`src/rtl/bps_sub4_if.sv`:
```
// bps_sub4_if: operand/result bundle for the 4-bit registered subtractor.
// Carries the scalar bit signals of the subtractor datapath:
//   a3..a0   minuend A (a3 = MSB)
//   b3..b0   subtrahend B (b3 = MSB)
//   c_in     carry-in to bit 0 (1 = no borrow-in)
//   s3..s0   registered difference S (s3 = MSB)
//   c_out    registered carry-out of bit 3 (1 = no borrow)
//   ovf      registered two's-complement overflow
//   zero     registered S == 0 flag
// master: drives operands, observes results. slave: the subtractor itself.
interface bps_sub4_if;
  logic a3, a2, a1, a0;
  logic b3, b2, b1, b0;
  logic c_in;
  logic s3, s2, s1, s0;
  logic c_out;
  logic ovf;
  logic zero;

  modport master (
    output a3, a2, a1, a0, b3, b2, b1, b0, c_in,
    input  s3, s2, s1, s0, c_out, ovf, zero
  );

  modport slave (
    input  a3, a2, a1, a0, b3, b2, b1, b0, c_in,
    output s3, s2, s1, s0, c_out, ovf, zero
  );
endinterface

```
`src/rtl/bps_sub4.sv`:
```
// bps_sub4: 4-bit binary parallel subtractor with registered outputs.
// Computes A - B as A + ~B + c_in through four rippled full-adder stages and
// registers the difference, carry-out, signed overflow and zero flag.
// c_in = 1 yields the true difference; c_in = 0 yields A - B - 1, which lets
// a wider subtractor be built by chaining c_out into the next c_in.
// Ports:
//   clk  rising-edge clock; operands are sampled every edge (no enable)
//   rst  synchronous active-high reset; clears all outputs to 0
//   bus  bps_sub4_if.slave: operands in, registered results out
// Latency is one clock, throughput one result per clock.
module bps_sub4 (
  input  logic       clk,
  input  logic       rst,
  bps_sub4_if.slave  bus
);

  logic [3:0] a;
  logic [3:0] b;
  logic [3:0] b_inv;
  logic [4:0] carry;

  logic [3:0] s_next;
  logic       c_out_next;
  logic       ovf_next;
  logic       zero_next;

  logic [3:0] s_reg;
  logic       c_out_reg;
  logic       ovf_reg;
  logic       zero_reg;

  assign a        = {bus.a3, bus.a2, bus.a1, bus.a0};
  assign b        = {bus.b3, bus.b2, bus.b1, bus.b0};
  assign b_inv    = ~b;
  assign carry[0] = bus.c_in;

  // Ripple chain: one full adder per bit on A and the inverted subtrahend.
  generate
    for (genvar gi = 0; gi < 4; gi++) begin : g_stage
      assign s_next[gi]    = a[gi] ^ b_inv[gi] ^ carry[gi];
      assign carry[gi + 1] = (a[gi] & b_inv[gi]) | (a[gi] & carry[gi]) |
                             (b_inv[gi] & carry[gi]);
    end
  endgenerate

  assign c_out_next = carry[4];
  // Overflow only possible when operands differ in sign; it occurred when
  // the result's sign departs from the minuend's.
  assign ovf_next   = (a[3] ^ b[3]) & (s_next[3] ^ a[3]);
  assign zero_next  = ~(|s_next);

  always_ff @(posedge clk) begin
    if (rst) begin
      s_reg     <= 4'b0000;
      c_out_reg <= 1'b0;
      ovf_reg   <= 1'b0;
      zero_reg  <= 1'b0;
    end else begin
      s_reg     <= s_next;
      c_out_reg <= c_out_next;
      ovf_reg   <= ovf_next;
      zero_reg  <= zero_next;
    end
  end

  assign bus.s3    = s_reg[3];
  assign bus.s2    = s_reg[2];
  assign bus.s1    = s_reg[1];
  assign bus.s0    = s_reg[0];
  assign bus.c_out = c_out_reg;
  assign bus.ovf   = ovf_reg;
  assign bus.zero  = zero_reg;

endmodule

```
`src/flat_wrapper.sv`:
```
// flat-port wrapper written by rule: the top's interface ports become plain ports
module bps_sub4_flat 
  (clk, rst, bus_a3, bus_a2, bus_a1, bus_a0, bus_b3, bus_b2, bus_b1, bus_b0, bus_c_in, bus_s3, bus_s2, bus_s1, bus_s0, bus_c_out, bus_ovf, bus_zero);
  bps_sub4_if bus_i ();
  input  logic clk;
  input  logic rst;
  input wire logic [$bits(bus_i.a3)-1:0] bus_a3;
  input wire logic [$bits(bus_i.a2)-1:0] bus_a2;
  input wire logic [$bits(bus_i.a1)-1:0] bus_a1;
  input wire logic [$bits(bus_i.a0)-1:0] bus_a0;
  input wire logic [$bits(bus_i.b3)-1:0] bus_b3;
  input wire logic [$bits(bus_i.b2)-1:0] bus_b2;
  input wire logic [$bits(bus_i.b1)-1:0] bus_b1;
  input wire logic [$bits(bus_i.b0)-1:0] bus_b0;
  input wire logic [$bits(bus_i.c_in)-1:0] bus_c_in;
  output wire logic [$bits(bus_i.s3)-1:0] bus_s3;
  output wire logic [$bits(bus_i.s2)-1:0] bus_s2;
  output wire logic [$bits(bus_i.s1)-1:0] bus_s1;
  output wire logic [$bits(bus_i.s0)-1:0] bus_s0;
  output wire logic [$bits(bus_i.c_out)-1:0] bus_c_out;
  output wire logic [$bits(bus_i.ovf)-1:0] bus_ovf;
  output wire logic [$bits(bus_i.zero)-1:0] bus_zero;
  assign bus_i.a3 = bus_a3;
  assign bus_i.a2 = bus_a2;
  assign bus_i.a1 = bus_a1;
  assign bus_i.a0 = bus_a0;
  assign bus_i.b3 = bus_b3;
  assign bus_i.b2 = bus_b2;
  assign bus_i.b1 = bus_b1;
  assign bus_i.b0 = bus_b0;
  assign bus_i.c_in = bus_c_in;
  assign bus_s3 = bus_i.s3;
  assign bus_s2 = bus_i.s2;
  assign bus_s1 = bus_i.s1;
  assign bus_s0 = bus_i.s0;
  assign bus_c_out = bus_i.c_out;
  assign bus_ovf = bus_i.ovf;
  assign bus_zero = bus_i.zero;
  bps_sub4 u_core (.clk(clk), .rst(rst), .bus(bus_i));
endmodule
```
`config.mk`:
```
export PLATFORM = sky130hd
export DESIGN_NAME = bps_sub4_flat
export DESIGN_NICKNAME = d
export VERILOG_FILES = /design/src/rtl/bps_sub4_if.sv /design/src/rtl/bps_sub4.sv /design/src/flat_wrapper.sv
export SDC_FILE = /design/constraint.sdc
export NUM_CORES = 1
export LEC_CHECK = 0
export ABC_AREA = 1
export CORE_AREA = 3 3 40 42
export DETAILED_ROUTE_END_ITERATION = 8
export DIE_AREA = 0 0 43 45
export PLACE_DENSITY = 0.66
export SETUP_SLACK_MARGIN = 0.4
export SYNTH_ARGS = -nofsm -noshare
export SYNTH_HDL_FRONTEND = slang
export SYNTH_SLANG_ARGS = --single-unit
```
`constraint.sdc`:
```
create_clock -name clk -period 5.3 [get_ports clk]
set_input_delay 0.795 -clock clk [delete_from_list [all_inputs] [get_ports clk]]
set_output_delay 0.795 -clock clk [all_outputs]
set_load 0.02 [all_outputs]
```
### Word level (Yosys, flattened, before mapping)

Cells that the tools add are included.

* register bits after elaboration: 7
* output and inout bits: 7

* bitwise logic cells: 33
* reduce and logical (&&, ||, !) cells: 1

Operators by type and width (number)
* bitwise AND 1 bit: 13
* bitwise XOR 1 bit: 10
* OR 1 bit: 8
* inverter 4 bit: 1
* OR reduction 4 bit: 1
* inverter 1 bit: 1

### Logic depth before layout (Yosys ltp)

* depth after elaboration: 13
* gate-level depth with buffers: 9

### Worst setup path after synthesis

OpenSTA, ideal clock, no wires.

* path type: input to register
* from: in bus_c_in
* to: reg u_core.ovf_reg (netlist: u_core.bus.ovf)
* arrival time: 2664 ps
* slack: 2522 ps
* stages on the path: 8
* path buffers: 0
* cells stage by stage: inv_1 -> fa_1 -> fa_1 -> fa_1 -> inv_1 -> fa_1 -> nor2_1 -> nor2_2

* word-level cells in the longest chain between the ends: 12
* elaborated cells on any way between the ends: 15

Ends and longest elaborated chain
* start: declaration: line flat_wrapper.sv:15 `input wire logic [$bits(bus_i.c_in)-1:0] bus_c_in;`
* bitwise AND 1 bit: line bps_sub4.sv:41 `assign carry[gi + 1] = (a[gi] & b_inv[gi]) | (a[gi] & carry[gi]) |`
* OR 1 bit: line bps_sub4.sv:41
* OR 1 bit (*): line bps_sub4.sv:41
* bitwise AND 1 bit: line bps_sub4.sv:41
* OR 1 bit: line bps_sub4.sv:41
* OR 1 bit (*): line bps_sub4.sv:41
* bitwise AND 1 bit: line bps_sub4.sv:41
* OR 1 bit: line bps_sub4.sv:41
* OR 1 bit (*): line bps_sub4.sv:41
* bitwise XOR 1 bit (*): line bps_sub4.sv:40 `assign s_next[gi] = a[gi] ^ b_inv[gi] ^ carry[gi];`
* net u_core.s_next[3]: line bps_sub4.sv:22 `logic [3:0] s_next;`
* bitwise XOR 1 bit (*): line bps_sub4.sv:49 `assign ovf_next = (a[3] ^ b[3]) & (s_next[3] ^ a[3]);`
* bitwise AND 1 bit (*): line bps_sub4.sv:49
* end signal: assignment: line bps_sub4.sv:61 `ovf_reg <= ovf_next;`
* end: declaration: line bps_sub4.sv:29 `logic ovf_reg;`

The timed path passes the listed nets; every way through them passes the cells marked *.
A chain may end at the register's enable or synchronous reset.

### Worst setup path in the final report

* from: in bus_c_in
* to: reg u_core.zero_reg (netlist: u_core.bus.zero)

* word-level cells in the longest chain between the ends: 12
* elaborated cells on any way between the ends: 18

Ends and longest elaborated chain
* bitwise AND 1 bit: line bps_sub4.sv:41
* OR 1 bit: line bps_sub4.sv:41
* OR 1 bit (*): line bps_sub4.sv:41
* bitwise AND 1 bit: line bps_sub4.sv:41
* OR 1 bit: line bps_sub4.sv:41
* OR 1 bit (*): line bps_sub4.sv:41
* bitwise AND 1 bit: line bps_sub4.sv:41
* OR 1 bit: line bps_sub4.sv:41
* OR 1 bit (*): line bps_sub4.sv:41
* bitwise XOR 1 bit (*): line bps_sub4.sv:40
* net u_core.s_next[3]: line bps_sub4.sv:22
* OR reduction 4 bit (*): line bps_sub4.sv:50 `assign zero_next = ~(|s_next);`
* inverter 1 bit (*): line bps_sub4.sv:50
* end signal: assignment: line bps_sub4.sv:62 `zero_reg <= zero_next;`
* end: declaration: line bps_sub4.sv:30 `logic zero_reg;`

Marks and branches as above.

==> impl_results.md <==
- Crit Path Category: input pin to flip-flop
- Sequential-to-total area share from yosys stat: 43.9%
- Setup bufs post-CTS: 0
- Maximum VDD drop: around 74 uV
- Maximum clock frequency: approximately 0.33 GHz
- First-pass GRT wire length: 765 um
- # resized after CTS: 0
- RSZ-0062 raised after global routing: false
- Grt total ovfl: 0
- Layout Cells excl Fill: 70
- Post-DRT Antenna Nets: 0
- Residual DRC: 0
- Slew @ Worst Pin: 0.216 ns
- I/O pin count: 18
- Vias per cell: roughly 3.7
- Pwr dens: 274 nW/um^2
- Tcrit/Tclk final: between 50 and 60%
- Max reg flops: 4
- Final min period: 3.08 ns
- Iter 0 DRT Violations: 5
- Final net count: 72
- Leakage: about 0.25 nW
- DP Cell Count: 66
- Die area: ~1900 um^2
- Synthesized cell area: 319 um^2
- Final slew viol count: 0
- Initial Utilization: about a quarter
- Total track usage: under 10%
- Layout cells sized above 1: under 10%
- Critical path endpoint category: flip-flop
- Die W: 43 um
- Hold WC Path Type: input pin to flip-flop
- Clock H-tree levels: 1
- Mapped Cells: 34
- Most common cell after layout, fill and taps aside: clkdlybuf4s50_1
- Synth top area share: 43.9%
- Ant. Diodes: 0
- PortBufs: 17
- Vias in the first global route: roughly 230
- Mapped Nets: 50
- Synth cell types: 8
- Initial antenna violation count: 0
- Core area: roughly 1300 um^2
- Total wire length: between 400 and 500 um
- Cell Rows: 13
- Final hold vios: 0
- Yosys warns: 0
- GPL Wtd Cong: 0.629
- WL per Instance: slightly below 7 um
- Total CTS buffers: 3
- Top post-synthesis cells by area: dfxtp_1 (44%), fa_1 (25%), inv_1 (11%), nor2_1 (9.4%), ha_1 (3.9%)
- Outcome: complete, no violations
- Arrival @ worst endpoint: 3.25 ns
- Seq cells post-synth: 7
- Syn-to-layout area delta: 67.5%
- Maxcap violations: 0
- Area leader, netlist: dfxtp_1
- CTS clk-pin slew, worst paths: ~0.050 ns
- # hold bufs at CTS: 0
- Max Root-Sink Buffers: 2
- Crit-path max FO: 3
- DRT Pass-1 Iters: 3
- Clock Sinks: 7
- Height of the die: between 40 and 50 um
- Root Driver: clkbuf_4
- Vias: around 260
- Most frequent cells in the layout: clkdlybuf4s50_1 (17), inv_1 (9), nor2_1 (8), dfxtp_1 (7), fa_1 (4)
- Layout Utilization: roughly two fifths
- Final setup violation count: 0
- Setup Total Neg Slack: 0 ns
- Startpoint types: input pin
- Syn Area/Cell: 9.38 um^2
- CP required: 5.47 ns
- CTS tree: done
- Relative slew slack: between 80% and 90%
- Largest net degree at the start of global routing: 8
[cells by family after synthesis]
| logic type | share of synthesized area (%) |
|---|---|
| adder cells (fa/ha/maj) | 29.0 |
| AND/OR/NAND/NOR | 16.5 |
| flip-flops | 43.9 |
| buffers and inverters | 10.6 |
[where the power goes]
group | internal, W | switching, W | leakage (nW)
Combinational | 0.0000222 | 0.0000197 | 0.174
Sequential | 0.0000582 | 0.00000114 | 0.0580
Clock | 0.0000285 | 0.0000165 | 0.0150
Total | 0.000109 | 0.0000373 | 0.247
[metrics by stage]
step / cell area [um^2] / setup slack (ns) / hold slack, ns / total power, W
2_1_floorplan: 319 / 2.52 / 0.862 / 0.0000815
3_3_place_gp: 508 / 2.00 / 1.46 / 0.000102
3_5_place_dp: 508 / 1.94 / 1.46 / 0.000103
4_1_cts: 534 / 2.20 / 1.21 / 0.000149
5_1_grt: 534 / 2.10 / 1.23 / 0.000156
6_report: 534 / 2.22 / 1.21 / 0.000146
[per-layer routing]
metal	vias up	part of all wire, %	track usage [%]
li1	138	-	-
met1	108	37	4.91
met2	11	53	9.88
met3	0	9.9	0
met4	0	0	7.23
met5	-	0	0
[cell type report]
class	instances	area [um^2]
Sequential cell	7	140
Inverter	9	33.8
Clock buffer	4	26.3
Tap cell	15	18.8
Timing Repair Buffer	17	170
Fill cell	141	751
Multi-Input combinational cell	18	145
[synth_stat cells]
| master | instances |
|---|---|
| ha_1 | 1 |
| nor2_1 | 8 |
| dfxtp_1 | 7 |
| inv_1 | 9 |
| nand2_1 | 3 |
| fa_1 | 4 |
| nor2_2 | 1 |
| nand3_1 | 1 |
[critical path: stages]
cell and delay [ns]:
clkdlybuf4s50_1 0.46, inv_1 0.05, fa_1 0.42, fa_1 0.38, fa_1 0.36, inv_1 0.08
fa_1 0.44, inv_1 0.10, nand3_1 0.07, nor2_1 0.10
[path summary, 6_finish.rpt]
path | start | endpoint | slack, ns | cells after the start
worst max-delay path | bus_c_in | u_core.bus.zero | 2.22 | 10
worst min-delay path | rst | u_core.s_reg[1] | 1.21 | 2
(Power assumes the default switching activity.)
